**config.mk**
```make
export PLATFORM = sky130hd
export DESIGN_NAME = ready_valid_to_axi
export DESIGN_NICKNAME = d
export VERILOG_FILES = /design/src/rtl/rv2axi_pkg.sv /design/src/rtl/ready_valid_to_axi.sv
export SDC_FILE = /design/constraint.sdc
export NUM_CORES = 1
export LEC_CHECK = 0
export CAP_MARGIN = 0
export CORE_MARGIN = 2
export CORE_UTILIZATION = 38
export DETAILED_ROUTE_END_ITERATION = 10
export HOLD_SLACK_MARGIN = 0.06
export PLACE_DENSITY_LB_ADDON = 0.15
export SYNTH_ARGS = -nofsm -noshare
export SYNTH_HDL_FRONTEND = slang
export SYNTH_SLANG_ARGS = --single-unit
export TNS_END_PERCENT = 10
```
**constraint.sdc**
```tcl
create_clock -name M00_AXI_aclk -period 2 [get_ports M00_AXI_aclk]
set_clock_uncertainty 0.1 [all_clocks]
set_input_delay 0.4 -clock M00_AXI_aclk [delete_from_list [all_inputs] [get_ports M00_AXI_aclk]]
set_output_delay 0.4 -clock M00_AXI_aclk [all_outputs]
set_load 0.03 [all_outputs]
```
**src/rtl/rv2axi_pkg.sv**
```systemverilog
// Shared types and constants for the ready/valid-to-AXI4-Lite master bridge.
package rv2axi_pkg;

    typedef enum logic [2:0] {
        S_IDLE     = 3'd0,
        S_WR       = 3'd1,
        S_WR_RESP  = 3'd2,
        S_RD_ADDR  = 3'd3,
        S_RD_DATA  = 3'd4,
        S_RSP      = 3'd5
    } rv2axi_state_t;

    localparam logic [1:0] RESP_OKAY   = 2'b00;
    localparam logic [1:0] RESP_SLVERR = 2'b10;
    localparam logic [1:0] RESP_DECERR = 2'b11;

endpackage

```
**src/rtl/ready_valid_to_axi.sv**
```systemverilog
// AXI4-Lite master: one ready/valid command in, one AXI transaction out, response back.
// Optional RV2AXI_WSTRB_EN adds cmd_wstrb_i; otherwise M00_AXI_wstrb is all ones.
module ready_valid_to_axi
    import rv2axi_pkg::*;
#(
    parameter int C_M00_AXI_DATA_WIDTH = 32,
    parameter int C_M00_AXI_ADDR_WIDTH = 32
) (
    input  logic                                M00_AXI_aclk,
    input  logic                                M00_AXI_aresetn,

    input  logic                                cmd_valid_i,
    output logic                                cmd_ready_o,
    input  logic                                cmd_write_i,
    input  logic [C_M00_AXI_ADDR_WIDTH-1:0]     cmd_addr_i,
    input  logic [C_M00_AXI_DATA_WIDTH-1:0]     cmd_wdata_i,
`ifdef RV2AXI_WSTRB_EN
    input  logic [C_M00_AXI_DATA_WIDTH/8-1:0]   cmd_wstrb_i,
`endif

    output logic                                rsp_valid_o,
    input  logic                                rsp_ready_i,
    output logic                                rsp_write_o,
    output logic [C_M00_AXI_DATA_WIDTH-1:0]     rsp_rdata_o,
    output logic [1:0]                          rsp_resp_o,
    output logic                                rsp_error_o,

    output logic [C_M00_AXI_ADDR_WIDTH-1:0]     M00_AXI_awaddr,
    output logic [2:0]                          M00_AXI_awprot,
    output logic                                M00_AXI_awvalid,
    input  logic                                M00_AXI_awready,
    output logic [C_M00_AXI_DATA_WIDTH-1:0]     M00_AXI_wdata,
    output logic [C_M00_AXI_DATA_WIDTH/8-1:0]   M00_AXI_wstrb,
    output logic                                M00_AXI_wvalid,
    input  logic                                M00_AXI_wready,
    input  logic [1:0]                          M00_AXI_bresp,
    input  logic                                M00_AXI_bvalid,
    output logic                                M00_AXI_bready,
    output logic [C_M00_AXI_ADDR_WIDTH-1:0]     M00_AXI_araddr,
    output logic [2:0]                          M00_AXI_arprot,
    output logic                                M00_AXI_arvalid,
    input  logic                                M00_AXI_arready,
    input  logic [C_M00_AXI_DATA_WIDTH-1:0]     M00_AXI_rdata,
    input  logic [1:0]                          M00_AXI_rresp,
    input  logic                                M00_AXI_rvalid,
    output logic                                M00_AXI_rready
);

    rv2axi_state_t                          state_q, state_d;
    logic                                   awvalid_q, awvalid_d;
    logic                                   wvalid_q, wvalid_d;
    logic                                   arvalid_q, arvalid_d;
    logic                                   bready_q, bready_d;
    logic                                   rready_q, rready_d;
    logic                                   rsp_valid_q, rsp_valid_d;
    logic                                   rsp_write_q, rsp_write_d;
    logic [C_M00_AXI_DATA_WIDTH-1:0]        rsp_rdata_q, rsp_rdata_d;
    logic [1:0]                             rsp_resp_q, rsp_resp_d;
    logic [C_M00_AXI_ADDR_WIDTH-1:0]        addr_q, addr_d;
    logic [C_M00_AXI_DATA_WIDTH-1:0]        wdata_q, wdata_d;
`ifdef RV2AXI_WSTRB_EN
    logic [C_M00_AXI_DATA_WIDTH/8-1:0]      wstrb_q, wstrb_d;
`endif

    always_comb begin
        state_d     = state_q;
        awvalid_d   = awvalid_q;
        wvalid_d    = wvalid_q;
        arvalid_d   = arvalid_q;
        bready_d    = bready_q;
        rready_d    = rready_q;
        rsp_valid_d = rsp_valid_q;
        rsp_write_d = rsp_write_q;
        rsp_rdata_d = rsp_rdata_q;
        rsp_resp_d  = rsp_resp_q;
        addr_d      = addr_q;
        wdata_d     = wdata_q;
`ifdef RV2AXI_WSTRB_EN
        wstrb_d     = wstrb_q;
`endif

        case (state_q)
            S_IDLE: begin
                if (cmd_valid_i) begin
                    addr_d  = cmd_addr_i;
                    wdata_d = cmd_wdata_i;
`ifdef RV2AXI_WSTRB_EN
                    wstrb_d = cmd_wstrb_i;
`endif
                    if (cmd_write_i) begin
                        state_d   = S_WR;
                        awvalid_d = 1'b1;
                        wvalid_d  = 1'b1;
                    end else begin
                        state_d   = S_RD_ADDR;
                        arvalid_d = 1'b1;
                    end
                end
            end
            S_WR: begin
                // AW and W retire independently; leave only once both are gone.
                if (awvalid_q && M00_AXI_awready) awvalid_d = 1'b0;
                if (wvalid_q && M00_AXI_wready)   wvalid_d  = 1'b0;
                if (!awvalid_d && !wvalid_d) begin
                    state_d  = S_WR_RESP;
                    bready_d = 1'b1;
                end
            end
            S_WR_RESP: begin
                if (M00_AXI_bvalid) begin
                    bready_d    = 1'b0;
                    rsp_valid_d = 1'b1;
                    rsp_write_d = 1'b1;
                    rsp_rdata_d = '0;
                    rsp_resp_d  = M00_AXI_bresp;
                    state_d     = S_RSP;
                end
            end
            S_RD_ADDR: begin
                if (M00_AXI_arready) begin
                    arvalid_d = 1'b0;
                    rready_d  = 1'b1;
                    state_d   = S_RD_DATA;
                end
            end
            S_RD_DATA: begin
                if (M00_AXI_rvalid) begin
                    rready_d    = 1'b0;
                    rsp_valid_d = 1'b1;
                    rsp_write_d = 1'b0;
                    rsp_rdata_d = M00_AXI_rdata;
                    rsp_resp_d  = M00_AXI_rresp;
                    state_d     = S_RSP;
                end
            end
            S_RSP: begin
                if (rsp_ready_i) begin
                    rsp_valid_d = 1'b0;
                    state_d     = S_IDLE;
                end
            end
            default: begin
                state_d = S_IDLE;
            end
        endcase
    end

    always_ff @(posedge M00_AXI_aclk or negedge M00_AXI_aresetn) begin
        if (!M00_AXI_aresetn) begin
            state_q     <= S_IDLE;
            awvalid_q   <= 1'b0;
            wvalid_q    <= 1'b0;
            arvalid_q   <= 1'b0;
            bready_q    <= 1'b0;
            rready_q    <= 1'b0;
            rsp_valid_q <= 1'b0;
            rsp_write_q <= 1'b0;
            rsp_rdata_q <= '0;
            rsp_resp_q  <= RESP_OKAY;
            addr_q      <= '0;
            wdata_q     <= '0;
`ifdef RV2AXI_WSTRB_EN
            wstrb_q     <= '0;
`endif
        end else begin
            state_q     <= state_d;
            awvalid_q   <= awvalid_d;
            wvalid_q    <= wvalid_d;
            arvalid_q   <= arvalid_d;
            bready_q    <= bready_d;
            rready_q    <= rready_d;
            rsp_valid_q <= rsp_valid_d;
            rsp_write_q <= rsp_write_d;
            rsp_rdata_q <= rsp_rdata_d;
            rsp_resp_q  <= rsp_resp_d;
            addr_q      <= addr_d;
            wdata_q     <= wdata_d;
`ifdef RV2AXI_WSTRB_EN
            wstrb_q     <= wstrb_d;
`endif
        end
    end

    // Gated by reset so no command is offered while the bridge is held in reset.
    assign cmd_ready_o     = (state_q == S_IDLE) && M00_AXI_aresetn;

    assign rsp_valid_o     = rsp_valid_q;
    assign rsp_write_o     = rsp_write_q;
    assign rsp_rdata_o     = rsp_rdata_q;
    assign rsp_resp_o      = rsp_resp_q;
    assign rsp_error_o     = rsp_resp_q[1];

    assign M00_AXI_awaddr  = addr_q;
    assign M00_AXI_awprot  = 3'b000;
    assign M00_AXI_awvalid = awvalid_q;
    assign M00_AXI_wdata   = wdata_q;
`ifdef RV2AXI_WSTRB_EN
    assign M00_AXI_wstrb   = wstrb_q;
`else
    assign M00_AXI_wstrb   = '1;
`endif
    assign M00_AXI_wvalid  = wvalid_q;
    assign M00_AXI_bready  = bready_q;
    assign M00_AXI_araddr  = addr_q;
    assign M00_AXI_arprot  = 3'b000;
    assign M00_AXI_arvalid = arvalid_q;
    assign M00_AXI_rready  = rready_q;

endmodule

```
==> impl_metrics.csv, run 1 <==
group,metric,value,unit
floorplanning,initial_core_util,0.392,
finish,final_nets,653,
pwr,finalPower,13900,uW
worst_setup_path,crit_slowest_cell,"clkdlybuf4s50_1",
pwr,p_int,8030,uW
place,port_buffers,248,
sta,rsz0062_at_grt,"no",
yosys,syn_area,4510,sq um
worst_setup_path,critPathTopFamily,"buffers and inverters",
sta,tns,0,ns
sta,hold_viol,0,
pwr,clkPwrFrac,0.132,
global_route,grtUsageTotal,0.178,
pwr,p_sw_frac,0.420,
pwr,p_per_area,1910,nW/um^2
min_path,hp-class,"primary input to async pin",
pwr,p_sw,5820,uW
cts,tritoncts,"yes",
route,wire_per_inst,16.3,microns
global_route,gr-total-overflow,0,
yosys,syn_inst,322,
place,placed_area,6930,sq um
worst_setup_path,start_kind,"flip-flop",
cts,h-tree-depth,3,
sta,setup_viol,0,
route,via_per_inst,4.86,
cts,clockBufferDepth,2,
sta,tightestPinTransition,0.558,ns
yosys,synth_area_leader_cell,"dfrtp_1",
pwr,peakVddDrop,0.000962,V
worst_setup_path,cp-end-kind,"primary output",
route,dr.pass1.iters,7,
flow_run,cap_violations,0,
yosys,ys_ff_latch,108,
yosys,synth_seq_area_share,0.599,
finish,final_area,7250,sq um
global_route,grt_pass1_wl,17900,microns
route,drt_iter0_drc,159,
worst_setup_path,rrSetupSlack,0.13,ns
pwr,p_seq_frac,0.291,
sta,period_share,0.970,
finish,antennaDiodeCount,0,
global_route,grt_max_degree,109,
floorplanning,fp.dieArea,12800,sq um
cts,cts_buffers,9,
finish,n_fill_cell,914,
run_status,violations,"design-rule violations",
cts,cts.sinks,108,
floorplanning,ios,259,
yosys,avgSynthCellArea,14.0,sq um
route,drcViolationCount,20,
global_route,antenna_found_initial,0,
yosys,synth.area.top_cells,"dfrtp_1 (60%), mux2_2 (10%), buf_4 (7.8%)",
route,drtAntennaViolNets,0,
sta,min_period,1.94,ns
worst_setup_path,cpPeakStageDelay,0.70,ns
floorplanning,die_w,113,microns
worst_setup_path,crit_arrival,1.44,ns
sta,whs,0.0432,ns
place,gp_congestion,0.791,
finish,drive_gt1_frac,0.139,
run_status,status,"finished with violations",
floorplanning,fp-row-count,39,
cts,cts-root-buf,"clkbuf_16",
pwr,combPwrFrac,0.577,
yosys,yosysUniqueCellTypes,29,
pwr,p_leak,0.00305,uW
cts,insertion_delay,0.33,ns
yosys,synth_top_area_frac,0.599,
yosys,yosys_warnings,0,
worst_setup_path,critPathKind,"flip-flop to primary output",
floorplanning,die_h,113,microns
sta,slew_violations,0,
place,place_hpwl,8460,microns
sta,slew_headroom,0.628,
finish,final_core_util,0.630,
finish,syn2layout_area_growth,60.7,%
sta,clock.fmax,516,MHz
worst_setup_path,cp_cell_sequence,"clkdlybuf4s50_1",
floorplanning,core,11500,sq um
route,num_vias,3350,
worst_setup_path,crit_buf_inv,1,
global_route,grt_pass1_vias,3546,
route,wirelength,11200,microns
cts,cts.clk_slew.worst_paths,0.07,ns
worst_setup_path,required,1.50,ns
worst_setup_path,path_max_fanout,3,
-- power by group through the flow --
stage          clock network [uW]  registers, uW  logic (uW)
6_report                     1830           4020        8000
2_1_floorplan                   0           6040        2910
3_3_place_gp                    0           4030        7920
5_1_grt                      1980           4190        8370
4_1_cts                      1890           4040        8070
3_5_place_dp                    0           4060        8020
-- layer usage --
| metal | GRT usage | wire length, microns | up-vias |
|---|---|---|---|
| li1 | - | - | 1520 |
| met5 | 0 | 0 | - |
| met4 | 0.0650 | 231 | 0 |
| met1 | 0.207 | 4340 | 1648 |
| met2 | 0.307 | 5550 | 165 |
| met3 | 0.0589 | 1100 | 17 |
-- flip-flops by register name, summed over array words and instances (netlist names) --
register / count
M00_AXI_arvalid: 1
state_q: 3
M00_AXI_rready: 1
M00_AXI_awvalid: 1
M00_AXI_wvalid: 1
M00_AXI_wdata: 32
rsp_write_o: 1
rsp_resp_o: 2
rsp_valid_o: 1
rsp_rdata_o: 32
M00_AXI_araddr: 32
M00_AXI_bready: 1
-- cells in the final DEF, fill, tap and decap left out, types with 4 or more instances in the layout --
master           Yosys  final
clkdlybuf4s50_1      0    246
dfrtp_1            108    107
mux2_2              41     41
a22o_1              33     33
mux2_1              27     27
buf_4               47     13
conb_1               2     10
clkbuf_16            0      9
a21oi_1              8      8
nand2_1              6      6
nand2b_1             5      5
inv_1                4      4
o21ai_0              4      4
buf_12               0      4
-- metrics by stage --
stage	setup slack, ns	instances
floorplan	0.187	330
global placement	-0.0567	674
detailed placement	-0.114	674
CTS	0.0364	690
global route	0.0245	690
finish	0.0604	690
-- area by class of cell --
cell class              count  area [sq um]  area share
flip-flops and latches    108          2700       0.373
repair buffers            263          2640       0.364
multi-input cells         157          1410       0.194
clock buffers              10           229      0.0316
well taps                 143           179      0.0247
clock inverters             5          77.6      0.0107
inverters                   4          15.0     0.00207
-- logic make-up after synthesis --
group,synth area share
flops,0.599
compound gates,0.0887
mux,0.174
simple gates,0.0358
other cells,0.00166
buf+inv,0.101
-- repair_timing --
action | CTS | global route
buffers inserted | 1 | 0
resized for setup | 2 | 0
endpoints found under the setup margin | 1 | 0
hold buffers | 0 | 0
-- synth_stat cells, drive strengths merged --
library cell	n
mux2	68
nor4b	2
o2bb2ai	1
o211ai	1
nor3	1
a21oi	8
nor2	3
nor3b	2
nand3	2
o21ai	4
a22o	33
nor2b	1
o22ai	1
mux2i	2
nand3b	3
clkbuf	2
nand2	6
nand2b	5
inv	4
a21o	1
buf	59
a31oi	2
o221ai	1
dfrtp	108
conb	2
-- worst paths after layout --
check	start	to	cells after the start
min	M00_AXI_aresetn	rsp_rdata_o[31]$_DFFE_PN0P_	2
min reg2reg	M00_AXI_wdata[30]$_DFFE_PN0P_	M00_AXI_wdata[30]$_DFFE_PN0P_	1
max reg2reg	state_q[0]$_DFFE_PN0P_	M00_AXI_araddr[29]$_DFFE_PN0P_	3
max in group asynchronous	M00_AXI_aresetn	state_q[1]$_DFFE_PN0P_	2
min in group M00_AXI_aclk	M00_AXI_wdata[30]$_DFFE_PN0P_	M00_AXI_wdata[30]$_DFFE_PN0P_	1
max	M00_AXI_araddr[29]$_DFFE_PN0P_	M00_AXI_awaddr[29]	1
Power figures use the tool's default switching activity.
==> inputs of run 2 (changes only) <==
--- a/config.mk
+++ b/config.mk
@@ -11,6 +11,7 @@
 export DETAILED_ROUTE_END_ITERATION = 10
 export HOLD_SLACK_MARGIN = 0.06
 export PLACE_DENSITY_LB_ADDON = 0.15
+export SKIP_CTS_REPAIR_TIMING = 1
 export SYNTH_ARGS = -nofsm -noshare
 export SYNTH_HDL_FRONTEND = slang
 export SYNTH_SLANG_ARGS = --single-unit
==> run 2 against run 1 <==
Effect of this change:
- the flow still finishes with violations (design-rule violations)
- non-clock buffer count grew 1
- total power grew 0.17%
- flip-flop and latch count is the same
- largest power group unchanged
- clock power is essentially flat
- routed wire length grew 0.62%
==> impl_metrics.csv, run 2 (synthesis results as in run 1) <==
group,metric,value,unit
global_route,grt_pass1_vias,3533,
finish,final_cell_mix,"clkdlybuf4s50_1 (246), dfrtp_1 (107), mux2_2 (41)",
worst_setup_path,rrSetupSlack,0.13,ns
route,drt_iter0_drc,164,
place,place_inst,674,
finish,syn2layout_area_growth,60.9,%
global_route,gr-total-overflow,0,
finish,final_core_util,0.630,
cts,cts_buffers,9,
min_path,hp-class,"primary input to async pin",
worst_setup_path,critPathKind,"flip-flop to primary output",
floorplanning,ios,259,
flow_run,cap_violations,0,
floorplanning,core,11500,sq um
sta,setup_ws,0.0639,ns
global_route,grtUsageTotal,0.177,
worst_setup_path,crit_arrival,1.44,ns
pwr,peakVddDrop,0.000970,V
floorplanning,fp-row-count,39,
pwr,finalPower,13900,uW
route,drcViolationCount,20,
sta,hold_viol,0,
global_route,grt_max_degree,109,
worst_setup_path,start_kind,"flip-flop",
sta,slew_violations,0,
floorplanning,die_w,113,microns
finish,antennaDiodeCount,0,
worst_setup_path,worstRegToRegCells,3,
worst_setup_path,critPathTopFamily,"buffers and inverters",
worst_setup_path,crit_buf_inv,1,
place,gp_congestion,0.791,
run_status,violations,"design-rule violations",
worst_setup_path,cp-end-kind,"primary output",
floorplanning,die_h,113,microns
finish,final_area,7260,sq um
cts,insertion_delay,0.33,ns
finish,multi_input_area,1410,sq um
floorplanning,fp.dieArea,12800,sq um
route,via_per_inst,4.85,
global_route,antenna_found_initial,0,
place,dp_slack,-0.114,ns
cts,cts-root-buf,"clkbuf_16",
cts,clockBufferDepth,2,
route,drtAntennaViolNets,0,
floorplanning,initial_core_util,0.392,
cts,cts.sinks,108,
worst_setup_path,cp_cell_sequence,"clkdlybuf4s50_1",
place,port_buffers,248,
pwr,p_per_area,1910,nW/um^2
sta,setup_viol,0,
sta,tightestPinTransition,0.557,ns
pwr,p_leak,0.00305,uW
route,num_vias,3354,
sta,slew_headroom,0.629,
worst_setup_path,path_max_fanout,3,
finish,final_nets,654,
sta,clock.fmax,517,MHz
route,wirelength,11300,microns
finish,n_fill_cell,917,
finish,drive_gt1_frac,0.141,
worst_setup_path,crit_slowest_cell,"clkdlybuf4s50_1",
cts,cts.clk_slew.worst_paths,0.07,ns
finish,layout_commonest_cell,"clkdlybuf4s50_1",
place,place_hpwl,8460,microns
worst_setup_path,reg2reg_to,"M00_AXI_araddr[29]$_DFFE_PN0P_",
finish,stdcell_count,691,
route,dr.pass1.iters,7,
cts,tritoncts,"yes",
cts,h-tree-depth,3,
place,placed_area,6930,sq um
finish,layout.area.seq,2700,sq um
worst_setup_path,r2r_start,"state_q[0]$_DFFE_PN0P_",
sta,period_share,0.968,
worst_setup_path,cpPeakStageDelay,0.70,ns
route,wire_per_inst,16.3,microns
sta,min_period,1.94,ns
run_status,status,"finished with violations",
global_route,grt_pass1_wl,17800,microns
sta,rsz0062_at_grt,"no",
worst_setup_path,required,1.50,ns
-- run 2: cell count changes in the layout (fill, tap and decap cells not counted) --
| cell | previous run | this run |
|---|---|---|
| buf_4 | 13 | 14 |
-- run 2: through the flow --
stage / TNS, ns / hold slack [ns]
detailed placement: -5.61 / 0.376
global placement: -2.53 / 0.371
finish: 0 / 0.0398
global route: 0 / 0.0984
CTS: -0.139 / 0.0764
floorplan: 0 / 0.00441
-- run 2: worst max-delay path by stage --
stage,cells after the start,to,startpoint
4_1_cts,3,cmd_ready_o,state_q[1]$_DFFE_PN0P_
6_report,1,M00_AXI_awaddr[29],M00_AXI_araddr[29]$_DFFE_PN0P_
2_1_floorplan,3,cmd_ready_o,state_q[0]$_DFFE_PN0P_
5_1_grt,1,M00_AXI_araddr[29],M00_AXI_araddr[29]$_DFFE_PN0P_
3_5_place_dp,4,M00_AXI_araddr[29]$_DFFE_PN0P_,cmd_valid_i
3_3_place_gp,4,M00_AXI_wdata[1]$_DFFE_PN0P_,cmd_valid_i
-- run 2: report_power, final --
part / leakage [uW] / total [uW] / switching (uW) / internal [uW]
sequential: 0.00132 / 4040 / 752 / 3290
clock: 0.000148 / 1830 / 745 / 1090
combinational: 0.00159 / 8000 / 4340 / 3660
-- run 2: cell type report --
class                   count  share of cell area
flip-flops and latches    108               0.373
repair buffers            264               0.365
multi-input cells         157               0.194
clock buffers              10              0.0315
well taps                 143              0.0247
clock inverters             5              0.0107
inverters                   4             0.00207
-- run 2: worst reg2reg max path, cell delays in order (launching register included) --
cell and delay [ns]:
dfrtp_1 0.55, nor4b_4 0.44, buf_12 0.28, mux2_2 0.39
-- run 2: metal layers --
| metal | global-route usage | vias to the layer above | wire, microns |
|---|---|---|---|
| met4 | 0.0724 | 0 | 262 |
| li1 | - | 1520 | - |
| met5 | 0 | - | 0 |
| met2 | 0.306 | 164 | 5560 |
| met3 | 0.0541 | 20 | 1100 |
| met1 | 0.206 | 1650 | 4370 |
